[src/rtl/cv32e40p_register_file_scrubber.sv]
// Background scrubber for the Hamming-protected register file.
// Sweeps x1..x(NUM_REGS-1) through an idle read port. Each correctable fault
// is written back as corrected data through an idle write port. A core write
// to the same register always wins over the scrubber's copy.
module cv32e40p_register_file_scrubber #(
    parameter int unsigned ADDR_WIDTH = 6,
    parameter int unsigned DATA_WIDTH = 32,
    parameter int unsigned NUM_REGS   = 32,
    parameter int unsigned INTERVAL   = 1024,
    parameter int unsigned CNT_WIDTH  = 16
) (
    input  logic                  clk,
    input  logic                  rst,
    input  logic                  enable_i,
    output logic                  rreq_o,
    input  logic                  rgnt_i,
    output logic [ADDR_WIDTH-1:0] raddr_o,
    input  logic [DATA_WIDTH-1:0] rdata_i,
    input  logic                  fault_i,
    output logic                  wreq_o,
    input  logic                  wgnt_i,
    output logic [ADDR_WIDTH-1:0] waddr_o,
    output logic [DATA_WIDTH-1:0] wdata_o,
    input  logic                  core_we_i,
    input  logic [ADDR_WIDTH-1:0] core_waddr_i,
    output logic                  busy_o,
    output logic                  sweep_done_o,
    output logic [CNT_WIDTH-1:0]  err_cnt_o
);

    typedef enum logic [1:0] {
        S_IDLE = 2'd0,
        S_READ = 2'd1,
        S_WB   = 2'd2,
        S_ADV  = 2'd3
    } state_e;

    localparam int unsigned TIMER_W = (INTERVAL > 1) ? $clog2(INTERVAL) : 1;
    localparam logic [TIMER_W-1:0]    TIMER_LAST = TIMER_W'(INTERVAL - 1);
    localparam logic [ADDR_WIDTH-1:0] FIRST_ADDR = ADDR_WIDTH'(1);
    localparam logic [ADDR_WIDTH-1:0] LAST_ADDR  = ADDR_WIDTH'(NUM_REGS - 1);
    localparam logic [CNT_WIDTH-1:0]  CNT_MAX    = '1;

    state_e                  state_q, state_d;
    logic [TIMER_W-1:0]      timer_q, timer_d;
    logic [ADDR_WIDTH-1:0]   addr_q, addr_d;
    logic [DATA_WIDTH-1:0]   data_q, data_d;
    logic [CNT_WIDTH-1:0]    cnt_q, cnt_d;
    logic                    core_hit;

    // The core is overwriting the register currently being scrubbed.
    assign core_hit = core_we_i && (core_waddr_i == addr_q);

    // State register: all scrubber state, synchronously reset.
    always_ff @(posedge clk) begin
        // NOTE: non-blocking assignments keep every flop sampling pre-edge values.
        if (rst) begin
            state_q <= S_IDLE;
            timer_q <= '0;
            addr_q  <= FIRST_ADDR;
            data_q  <= '0;
            cnt_q   <= '0;
        end else begin
            state_q <= state_d;
            timer_q <= timer_d;
            addr_q  <= addr_d;
            data_q  <= data_d;
            cnt_q   <= cnt_d;
        end
    end

    // Next-state logic: interval timer, sweep sequencing and writeback decisions.
    always_comb begin
        // NOTE: hold-value defaults first so no path leaves a variable unassigned (no latches).
        state_d = state_q;
        timer_d = timer_q;
        addr_d  = addr_q;
        data_d  = data_q;
        cnt_d   = cnt_q;
        unique case (state_q)
            S_IDLE: begin
                if (!enable_i) begin
                    timer_d = '0;
                end else if (timer_q == TIMER_LAST) begin
                    timer_d = '0;
                    addr_d  = FIRST_ADDR;
                    state_d = S_READ;
                end else begin
                    timer_d = timer_q + TIMER_W'(1);
                end
            end
            S_READ: begin
                if (rgnt_i) begin
                    // A same-cycle core write makes the faulty word stale anyway.
                    if (fault_i && !core_hit) begin
                        data_d  = rdata_i;
                        state_d = S_WB;
                    end else begin
                        state_d = S_ADV;
                    end
                end else if (!enable_i) begin
                    addr_d  = FIRST_ADDR;
                    state_d = S_IDLE;
                end
            end
            S_WB: begin
                // Core data is newer than our corrected copy: drop the writeback.
                if (core_hit) begin
                    state_d = S_ADV;
                end else if (wgnt_i) begin
                    cnt_d   = (cnt_q == CNT_MAX) ? cnt_q : cnt_q + CNT_WIDTH'(1);
                    state_d = S_ADV;
                end
            end
            S_ADV: begin
                if (addr_q == LAST_ADDR) begin
                    addr_d  = FIRST_ADDR;
                    timer_d = '0;
                    state_d = S_IDLE;
                end else begin
                    addr_d  = addr_q + ADDR_WIDTH'(1);
                    state_d = enable_i ? S_READ : S_IDLE;
                end
            end
            default: begin
                addr_d  = FIRST_ADDR;
                timer_d = '0;
                state_d = S_IDLE;
            end
        endcase
    end

    // Outputs: registered-state decodes; the write request is also held off during reset.
    always_comb begin
        rreq_o       = (state_q == S_READ);
        raddr_o      = (state_q == S_READ) ? addr_q : '0;
        wreq_o       = (state_q == S_WB) && !rst;
        waddr_o      = (state_q == S_WB) ? addr_q : '0;
        wdata_o      = (state_q == S_WB) ? data_q : '0;
        busy_o       = (state_q != S_IDLE);
        sweep_done_o = (state_q == S_ADV) && (addr_q == LAST_ADDR);
        err_cnt_o    = cnt_q;
    end

endmodule

[config.mk]
export PLATFORM = sky130hd
export DESIGN_NAME = cv32e40p_register_file_scrubber
export DESIGN_NICKNAME = d
export VERILOG_FILES = /design/src/rtl/cv32e40p_register_file_scrubber.sv
export SDC_FILE = /design/constraint.sdc
export NUM_CORES = 1
export LEC_CHECK = 0
export BUFFER_PORTS_ARGS = -buffer_cell sky130_fd_sc_hd__buf_2
export CAP_MARGIN = 15
export CORE_MARGIN = 2
export CORE_UTILIZATION = 35
export DETAILED_ROUTE_END_ITERATION = 12
export GPL_TIMING_DRIVEN = 0
export PLACE_DENSITY = 0.58
export SYNTH_ARGS = -nofsm -noshare
export SYNTH_HDL_FRONTEND = slang
export SYNTH_SLANG_ARGS = --single-unit
[constraint.sdc]
create_clock -name clk -period 1.7 [get_ports clk]
set_input_delay 0.085 -clock clk [delete_from_list [all_inputs] [get_ports clk]]
set_output_delay 0.085 -clock clk [all_outputs]
set_load 0.1 [all_outputs]
* Word-level counts from Yosys, hierarchy flattened *
Index checks and enable logic that the tools add are counted.

storage, ports and cells
  flip-flop bits (word level) = 66
  bits of input ports = 45
  output and inout bits = 64
  logic and storage cells = 62

operators by class
  add/sub/neg operators = 3
  equal/unequal tests = 14
  multiplexer cells = 23
  bitwise gates (word level) = 2
  reduce and logical (&&, ||, !) cells = 15

operators by type and width
  cell                                                  count
  two-way mux 6 bit                                     7
  two-way mux 32 bit                                    1
  two-way mux 10 bit                                    3
  one-hot mux 10 bit (2 select lines)                   1
  one-hot mux 6 bit (3 select lines)                    1
  adder 16 x 1 -> 16 bit (second input constant)        1
  equality test 16 bit (second input constant)          1
  two-way mux 2 bit                                     6
  adder 10 x 1 -> 10 bit (second input constant)        1
  equality test 10 bit (second input constant)          1
  != test 2 bit (second input constant)                 5
  one-hot mux 2 bit (4 select lines)                    1
  AND reduction 4 bit                                   2
  adder 6 x 1 -> 6 bit (second input constant)          1
  equality test 6 x 5 -> 1 bit (second input constant)  1
  equality test 6 bit                                   1
  AND reduction 5 bit                                   1
  equality test 2 bit (second input constant)           2
  logical AND 1 bit                                     4
  nonzero test 2 bit                                    2
  two-way mux 1 bit                                     3
  != test 3 x 2 -> 1 bit (second input constant)        1
  != test 3 bit (second input constant)                 1
  AND reduction 3 bit                                   1
  other kinds (6)                                       8

* Logic depth before layout (Yosys ltp) *
Gate-level depths: netlist of the first run.

  depth after elaboration = 7
  mapped depth = 7
  mapped depth without buffers = 6

* Worst setup path before layout of the first run *
Ideal clock, no wire load.

  path kind = reg2reg
  from = register cnt_q[2] (netlist: err_cnt_o[2])
  to = register cnt_q[9] (netlist: err_cnt_o[9])
  library setup time = 0.121 ns
  data arrival time = 2.437 ns
  data required time = 1.579 ns
  slack = -0.858 ns
  stages on the path, launching flop included = 6
  path buffers = 0
  period minus slack after synthesis = 2.558 ns
  cell sequence = dfxtp_1 > and3_1 > nand3_1 > or3_1 > nor4b_1 > mux2_2

on the way
  word-level cells in the longest chain between the ends = 3
  elaborated cells between the ends (all ways) = 4
  those cells by class = add/sub (1); eq/ne (1); bitwise (1); reduce/logical (1)

ends and longest elaborated chain
  element                                                         line  text
  start: declaration                                              48    logic [CNT_WIDTH-1:0] cnt_q, cnt_d;
  start signal: assignment                                        68    cnt_q <= cnt_d;
  branches (longest 3 deep; another with adder 16 x 1 -> 16 bit)  --

Several ways; the timed one is not identified.
A chain may end at the register's enable or synchronous reset.

* Final worst setup path of the first run *
  from = register addr_q[2]
  to = register cnt_q[9] (netlist: err_cnt_o[9])

on the way
  word-level cells in the longest chain between the ends = 4

ends and longest elaborated chain
  element                        line  text
  start: declaration             46    logic [ADDR_WIDTH-1:0] addr_q, addr_d;
  start signal: assignment       66    addr_q <= addr_d;
  equality test 6 bit            52    assign core_hit = core_we_i && (core_waddr_i == addr_q);
  logical AND 1 bit              52
  NOT 1 bit (no line)            --
  AND reduction 4 bit (no line)  --

No other way between the ends.

==> impl_metrics.yaml, run 1 <==
pwr:
  combPwrFrac_pct: 6.8
  ir_drop_mv: 0.3939
  power_density_mw_per_mm2: 519.3
  intPower_mw: 2.443
  p_leak_nw: 2.614
  switching_power_mw: 0.7496
  sw_frac_of_total_pct: 23.48
  p_clk_share_pct: 45.5
  p_seq_share_pct: 47.7
synthesis:
  synth_nets: 436
  synth_area_per_cell_sq_um: 8.494
  yosysWarnings: 0
  netlist-cell-type-count: 45
  netlist_area_sq_mm: 0.003296
  ys_seq_area_share_pct: 40.09
  ys.flop_type: "dfxtp_1"
  async_flop_share_pct: 0
  synth.ff_latch_count: 66
  synth_edf_count: 0
  synthCells: 388
layout:
  synthToLayoutAreaGrowth_pct: 86.52
  multiInputGateArea_sq_mm: 0.002257
  fin_nets: 622
  utilization_pct: 66.84
  fillers: 707
  final_cells: 690
  ff_latch_area_sq_mm: 0.001399
  n_antenna_cell: 0
  drive_gt1_share_pct: 50.60
  postLayoutCellArea_sq_mm: 0.006147
cts:
  htreeDepth: 3
  cts_sinks: 66
  clk_pin_slew_worst_paths_ps: 70
  tritoncts: "built"
  clock_path_buffers: 2
  clk-insertion-delay-late_ps: 350
  cts-root-buf: "clkbuf_8"
  cts_buffers: 9
global_route:
  grt_pass1_vias: 3480
  antenna_found_initial: 0
  grt_use_total_pct: 20.95
  gr-total-overflow: 0
  grt_pass1_wl_mm: 16.66
  grt_max_degree: 13
route:
  antenna_left: 0
  drt_iter0_markers: 166
  post_drt_wl_per_cell_microns: 17.05
  drt-met1-wl_mm: 4.889
  top_layer_used: "met4"
  routed_wl_mm: 11.77
  drt_pass1_iterations: 4
  wl_met2_mm: 6.054
  viasPerCell: 5.229
  drc: 0
  vias: 3608
  met3_length_microns: 574
placed_design:
  placed_cell_area_sq_mm: 0.004161
  gp_congestion: 0.8037
  dpl_worst_slack_ps: -428.8
  io_buffer_count: 107
  hpwl_mm: 6.577
  place_inst: 606
timing:
  rsz0062_at_grt: "yes"
  timing.slew.headroom_pct: 55.45
  fmax_mhz: 551.2
  setup_viol: 55
  hold_viol_final: 0
  drv_slew: 0
  min_period_ps: 1814
  clock_skew_ps: 12.22
  fin_crit_sh_pct: 106.7
  setup_slack_ps: -114.1
  worstMarginPinSlew_ps: 668.2
floorplan:
  num_rows: 35
  die_y_microns: 101.0
  die-area_sq_mm: 0.01021
  start_util_pct: 35.84
  ios: 109
  die_w_microns: 101.0
  coreArea_sq_mm: 0.009196
setup_path:
  worstPathRequired_ps: 1930
  cp-start-kind: "register"
  reg2reg_depth: 7
  endpoint_kind: "register"
  critical_path_class: "register to register"
  crit-reg2reg-launch: "addr_q[2]$_SDFFE_PP0P_"
  r2r_setup_slack_ps: -110
  cp.arrival_ps: 2050
  path_max_fanout: 8
  r2r_end: "err_cnt_o[9]$_SDFFE_PP0P_"
status:
  failed_checks: "negative setup slack"
  status: "finished with violations"
worst_hold_path:
  worstHoldEndpoint: "data_q[0]$_SDFFE_PP0P_"
  hp-start: "rdata_i[0]"
  hp-class: "input pin to register"
  whs_path_depth: 3
job:
  cap_viol_max_count: 0
## critical path, stage by stage, from the launching register on
cell	delay, ps
dfxtp_2	370
xnor2_2	200
nand3_2	140
buf_4	180
nor2_1	220
buf_4	230
nor4b_4	60
mux2_4	300
## synth_stat cells, drive strengths merged (2+ instances only)
cell | number | share of area, %
ha | 3 | 1.1
a311oi | 5 | 1.3
o2111ai | 2 | 0.72
mux2 | 2 | 0.68
a21oi | 22 | 3.3
or4 | 11 | 2.5
a22oi | 2 | 0.46
and3 | 4 | 0.76
o21ai | 9 | 1.5
o31ai | 11 | 2.5
nand2 | 15 | 1.7
or3 | 6 | 1.1
inv | 8 | 0.91
xnor2 | 6 | 1.6
clkbuf | 15 | 1.7
a31oi | 5 | 0.95
o21a | 4 | 0.91
buf | 9 | 1.6
nor2 | 54 | 6.2
a211oi | 3 | 0.68
nand3 | 18 | 2.7
a41oi | 2 | 0.53
nand4 | 5 | 0.95
o211a | 2 | 0.61
dfxtp | 66 | 40
and2 | 43 | 8.2
mux2i | 33 | 10
nor3 | 6 | 0.91
nor2b | 5 | 0.95
nand2b | 3 | 0.57
## area by class of cell
type | instances | area share, %
multi-input combinational | 290 | 36.72
sequential | 66 | 22.76
tap | 111 | 2.259
clock inverter | 5 | 0.9566
inverter | 8 | 0.5496
buffer | 21 | 3.277
clock buffer | 11 | 2.646
timing repair buffer | 178 | 30.84
## flip-flops by register name, indices dropped and copies added, names as in the netlist, named ones only
signal	flops
timer_q	10
state_q	1
data_q	32
addr_q	6
err_cnt_o	16
## per-stage QoR
stage	TNS [ps]	power (mW)	hold slack, ps
4_1_cts	-2177	3.226	6.215
2_1_floorplan	-2261	1.625	225.7
3_5_place_dp	-28540	1.703	324.2
3_3_place_gp	-25730	1.702	314.3
6_report	-1977	3.192	47.74
5_1_grt	-7623	3.312	31.91
## cells by family after synthesis
| logic type | Yosys count | synth area share, % |
|---|---|---|
| adder cells (fa/ha/maj) | 3 | 1.139 |
| buffers and inverters | 32 | 4.214 |
| AND/OR/NAND/NOR | 174 | 27.56 |
| multiplexers | 35 | 10.71 |
| AO/OA/AOI/OAI | 72 | 14.69 |
| XOR/XNOR | 6 | 1.595 |
| flip-flops | 66 | 40.09 |
## power groups by stage
stage,clock network (mW),logic (mW),registers [mW]
finish,1.45,0.217,1.52
global route,1.56,0.232,1.52
CTS,1.49,0.205,1.53
detailed placement,0,0.137,1.57
global placement,0,0.136,1.57
floorplan,0,0.0602,1.57
## metal layers
metal	vias up	global-route usage, %
li1	1767	-
met1	1720	24.31
met2	103	36.51
met3	18	6.033
met4	0	7.796
met5	-	0
## cells in the final DEF (no fill, tap or decap), drive strengths merged, types with 2 or more instances in the layout
cell type,count
and3,4
o211a,2
o31ai,11
a31oi,5
inv,8
o21a,4
nand4,5
nor3,6
ha,3
nand2b,3
xnor2,6
mux2,2
nor2b,5
a41oi,2
mux2i,33
nor2,54
o2111ai,2
or3,6
a21oi,22
dfxtp,66
and2,43
nand2,15
a311oi,5
dlygate4sd3,31
o21ai,9
or4,11
nand3,18
clkinv,3
a211oi,3
clkbuf,24
buf,155
a22oi,2
## how the worst max path moves through the flow
stage,cells past startpoint,to,from,slack (ps)
detailed placement,7,err_cnt_o[1]$_SDFFE_PP0P_,addr_q[3]$_SDFFE_PP0P_,-430
global route,7,err_cnt_o[6]$_SDFFE_PP0P_,err_cnt_o[7]$_SDFFE_PP0P_,-200
CTS,7,err_cnt_o[14]$_SDFFE_PP0P_,err_cnt_o[0]$_SDFFE_PP0P_,-120
floorplan,3,waddr_o[1],state_q[0]$_SDFFE_PP0P_,-290
global placement,5,wdata_o[23],register,-430
finish,7,err_cnt_o[9]$_SDFFE_PP0P_,addr_q[2]$_SDFFE_PP0P_,-110
## what timing repair did
item,CTS,global route
pin swaps,13,18
endpoints found under the hold margin,31,0
setup endpoints to repair,112,97
buffers inserted,16,19
cloned,4,4
hold buffers,31,0
resized for setup,176,130
No activity file was read; power rests on OpenSTA's default activity.
==> inputs of run 2 (changes only) <==
--- a/config.mk
+++ b/config.mk
@@ -7,8 +7,8 @@
 export LEC_CHECK = 0
 export BUFFER_PORTS_ARGS = -buffer_cell sky130_fd_sc_hd__buf_2
 export CAP_MARGIN = 15
-export CORE_MARGIN = 2
 export CORE_UTILIZATION = 35
+export CTS_BUF_LIST = sky130_fd_sc_hd__clkbuf_8
 export DETAILED_ROUTE_END_ITERATION = 12
 export GPL_TIMING_DRIVEN = 0
 export PLACE_DENSITY = 0.58
==> impl_metrics.yaml, run 2 (synthesis results as in run 1) <==
floorplan:
  die_y_microns: 99.04
  ios: 109
  die_w_microns: 99.04
  die-area_sq_mm: 0.009808
  coreArea_sq_mm: 0.009196
  num_rows: 35
  start_util_pct: 35.84
route:
  met3_length_microns: 614
  drc: 0
  routed_wl_mm: 11.56
  drt-met1-wl_mm: 4.823
  top_layer_used: "met4"
  post_drt_wl_per_cell_microns: 17.00
  wl_met2_mm: 5.887
  antenna_left: 0
  vias: 3610
  viasPerCell: 5.309
  drt_iter0_markers: 127
  drt_pass1_iterations: 5
global_route:
  gr-total-overflow: 0
  grt_pass1_wl_mm: 16.94
  grt_max_degree: 12
  antenna_found_initial: 0
  grt_pass1_vias: 3446
  grt_use_total_pct: 21.93
timing:
  fmax_mhz: 552.8
  setup_slack_ps: -108.9
  worstMarginPinSlew_ps: 620.9
  fin_crit_sh_pct: 106.4
  setup_viol: 39
  finalHoldWorstSlack_ps: 56.57
  clock_skew_ps: 16.58
  hold_viol_final: 0
  drv_slew: 0
  min_period_ps: 1809
  timing.slew.headroom_pct: 58.61
  rsz0062_at_grt: "yes"
placed_design:
  hpwl_mm: 6.517
  place_inst: 606
  io_buffer_count: 107
  gp_congestion: 0.7988
pwr:
  sw_frac_of_total_pct: 23.15
  p_leak_nw: 2.591
  switching_power_mw: 0.7403
  power_density_mw_per_mm2: 529.9
  ir_drop_mv: 0.3498
  intPower_mw: 2.458
  p_seq_share_pct: 47.7
  p_clk_share_pct: 45.1
  combPwrFrac_pct: 7.2
setup_path:
  r2r_setup_slack_ps: -110
  endpoint_kind: "register"
  cp.arrival_ps: 2040
  reg2reg_depth: 5
  cp-start-kind: "register"
  crit-reg2reg-launch: "err_cnt_o[9]$_SDFFE_PP0P_"
  r2r_end: "err_cnt_o[9]$_SDFFE_PP0P_"
  path_max_fanout: 5
  crit_end: "err_cnt_o[9]$_SDFFE_PP0P_"
  cp-startpoint: "err_cnt_o[9]$_SDFFE_PP0P_"
  critical_path_class: "register to register"
  worstPathRequired_ps: 1930
cts:
  clk-insertion-delay-late_ps: 350
  clk_pin_slew_worst_paths_ps: 80
  cts-root-buf: "clkbuf_8"
  clock_path_buffers: 2
  htreeDepth: 3
  cts_sinks: 66
  cts_buffers: 9
  tritoncts: "built"
layout:
  fin_nets: 612
  synthToLayoutAreaGrowth_pct: 83.11
  final_cells: 680
  n_antenna_cell: 0
  layout_commonest_cell: "buf_2"
  mostFrequentLayoutCells: "buf_2, nor2_1, dfxtp_1"
  largest_register: "data_q"
  largest_reg_flops: 32
  utilization_pct: 65.62
  drive_gt1_share_pct: 49.21
  fillers: 686
worst_hold_path:
  hp-class: "input pin to register"
job:
  cap_viol_max_count: 0
status:
  failed_checks: "negative setup slack"
  status: "finished with violations"
[run 2: routing by layer]
metal	vias to the layer above	GRT usage (%)
li1	1738	-
met3	21	5.674
met4	0	7.003
met2	101	37.17
met1	1750	27.12
met5	-	0
[run 2: through the flow]
step           area [sq um]  power, mW  setup TNS (ps)  setup slack [ps]
6_report               6035      3.198           -1459            -108.9
5_1_grt                6035      3.315           -4843            -174.4
4_1_cts                5522      3.202           -1676            -115.1
3_5_place_dp           4161      1.703          -28400            -474.2
3_3_place_gp           4161      1.701          -26760            -451.1
2_1_floorplan          3487      1.625           -2261            -286.6
[run 2: critical path: stages (launching register included)]
cell,delay (ps)
dfxtp_4,360
nand4_1,250
nor4_4,100
or3_4,410
nor4b_4,260
mux2_4,320
[run 2: timing repair]
action,CTS,global route
endpoints found under the setup margin,113,95
pin swaps,10,20
endpoints found under the hold margin,32,0
buffers inserted,9,16
hold buffers,32,0
cloned,2,4
resized for setup,197,95
[run 2: how the worst min path moves through the flow]
| stage | from | to | slack, ps | depth (start not counted) |
|---|---|---|---|---|
| 2_1_floorplan | rgnt_i | register | 230 | 2 |
| 3_3_place_gp | rdata_i[25] | data_q[25]$_SDFFE_PP0P_ | 310 | 3 |
| 3_5_place_dp | rdata_i[16] | data_q[16]$_SDFFE_PP0P_ | 320 | 3 |
| 4_1_cts | enable_i | state_q[0]$_SDFFE_PP0P_ | 50 | 3 |
| 5_1_grt | enable_i | state_q[0]$_SDFFE_PP0P_ | 90 | 3 |
| 6_report | enable_i | state_q[0]$_SDFFE_PP0P_ | 60 | 3 |
[run 2: area by class of cell]
class | count | area (sq um) | share of cell area [%]
clock inverters | 7 | 86.33 | 1.431
well taps | 111 | 138.9 | 2.301
flip-flops and latches | 66 | 1396 | 23.14
multi-input cells | 290 | 2272 | 37.65
clock buffers | 9 | 123.9 | 2.053
plain buffers | 19 | 187.7 | 3.110
inverters | 8 | 33.78 | 0.5598
repair buffers | 170 | 1795 | 29.75
[run 2: power by group through the flow]
stage	Clock (mW)	Combinational, mW	Sequential (mW)
final	1.44	0.229	1.52
after floorplan	0	0.0602	1.57
after CTS	1.47	0.205	1.52
after global routing	1.54	0.246	1.53
after detailed placement	0	0.137	1.57
after global placement	0	0.135	1.57
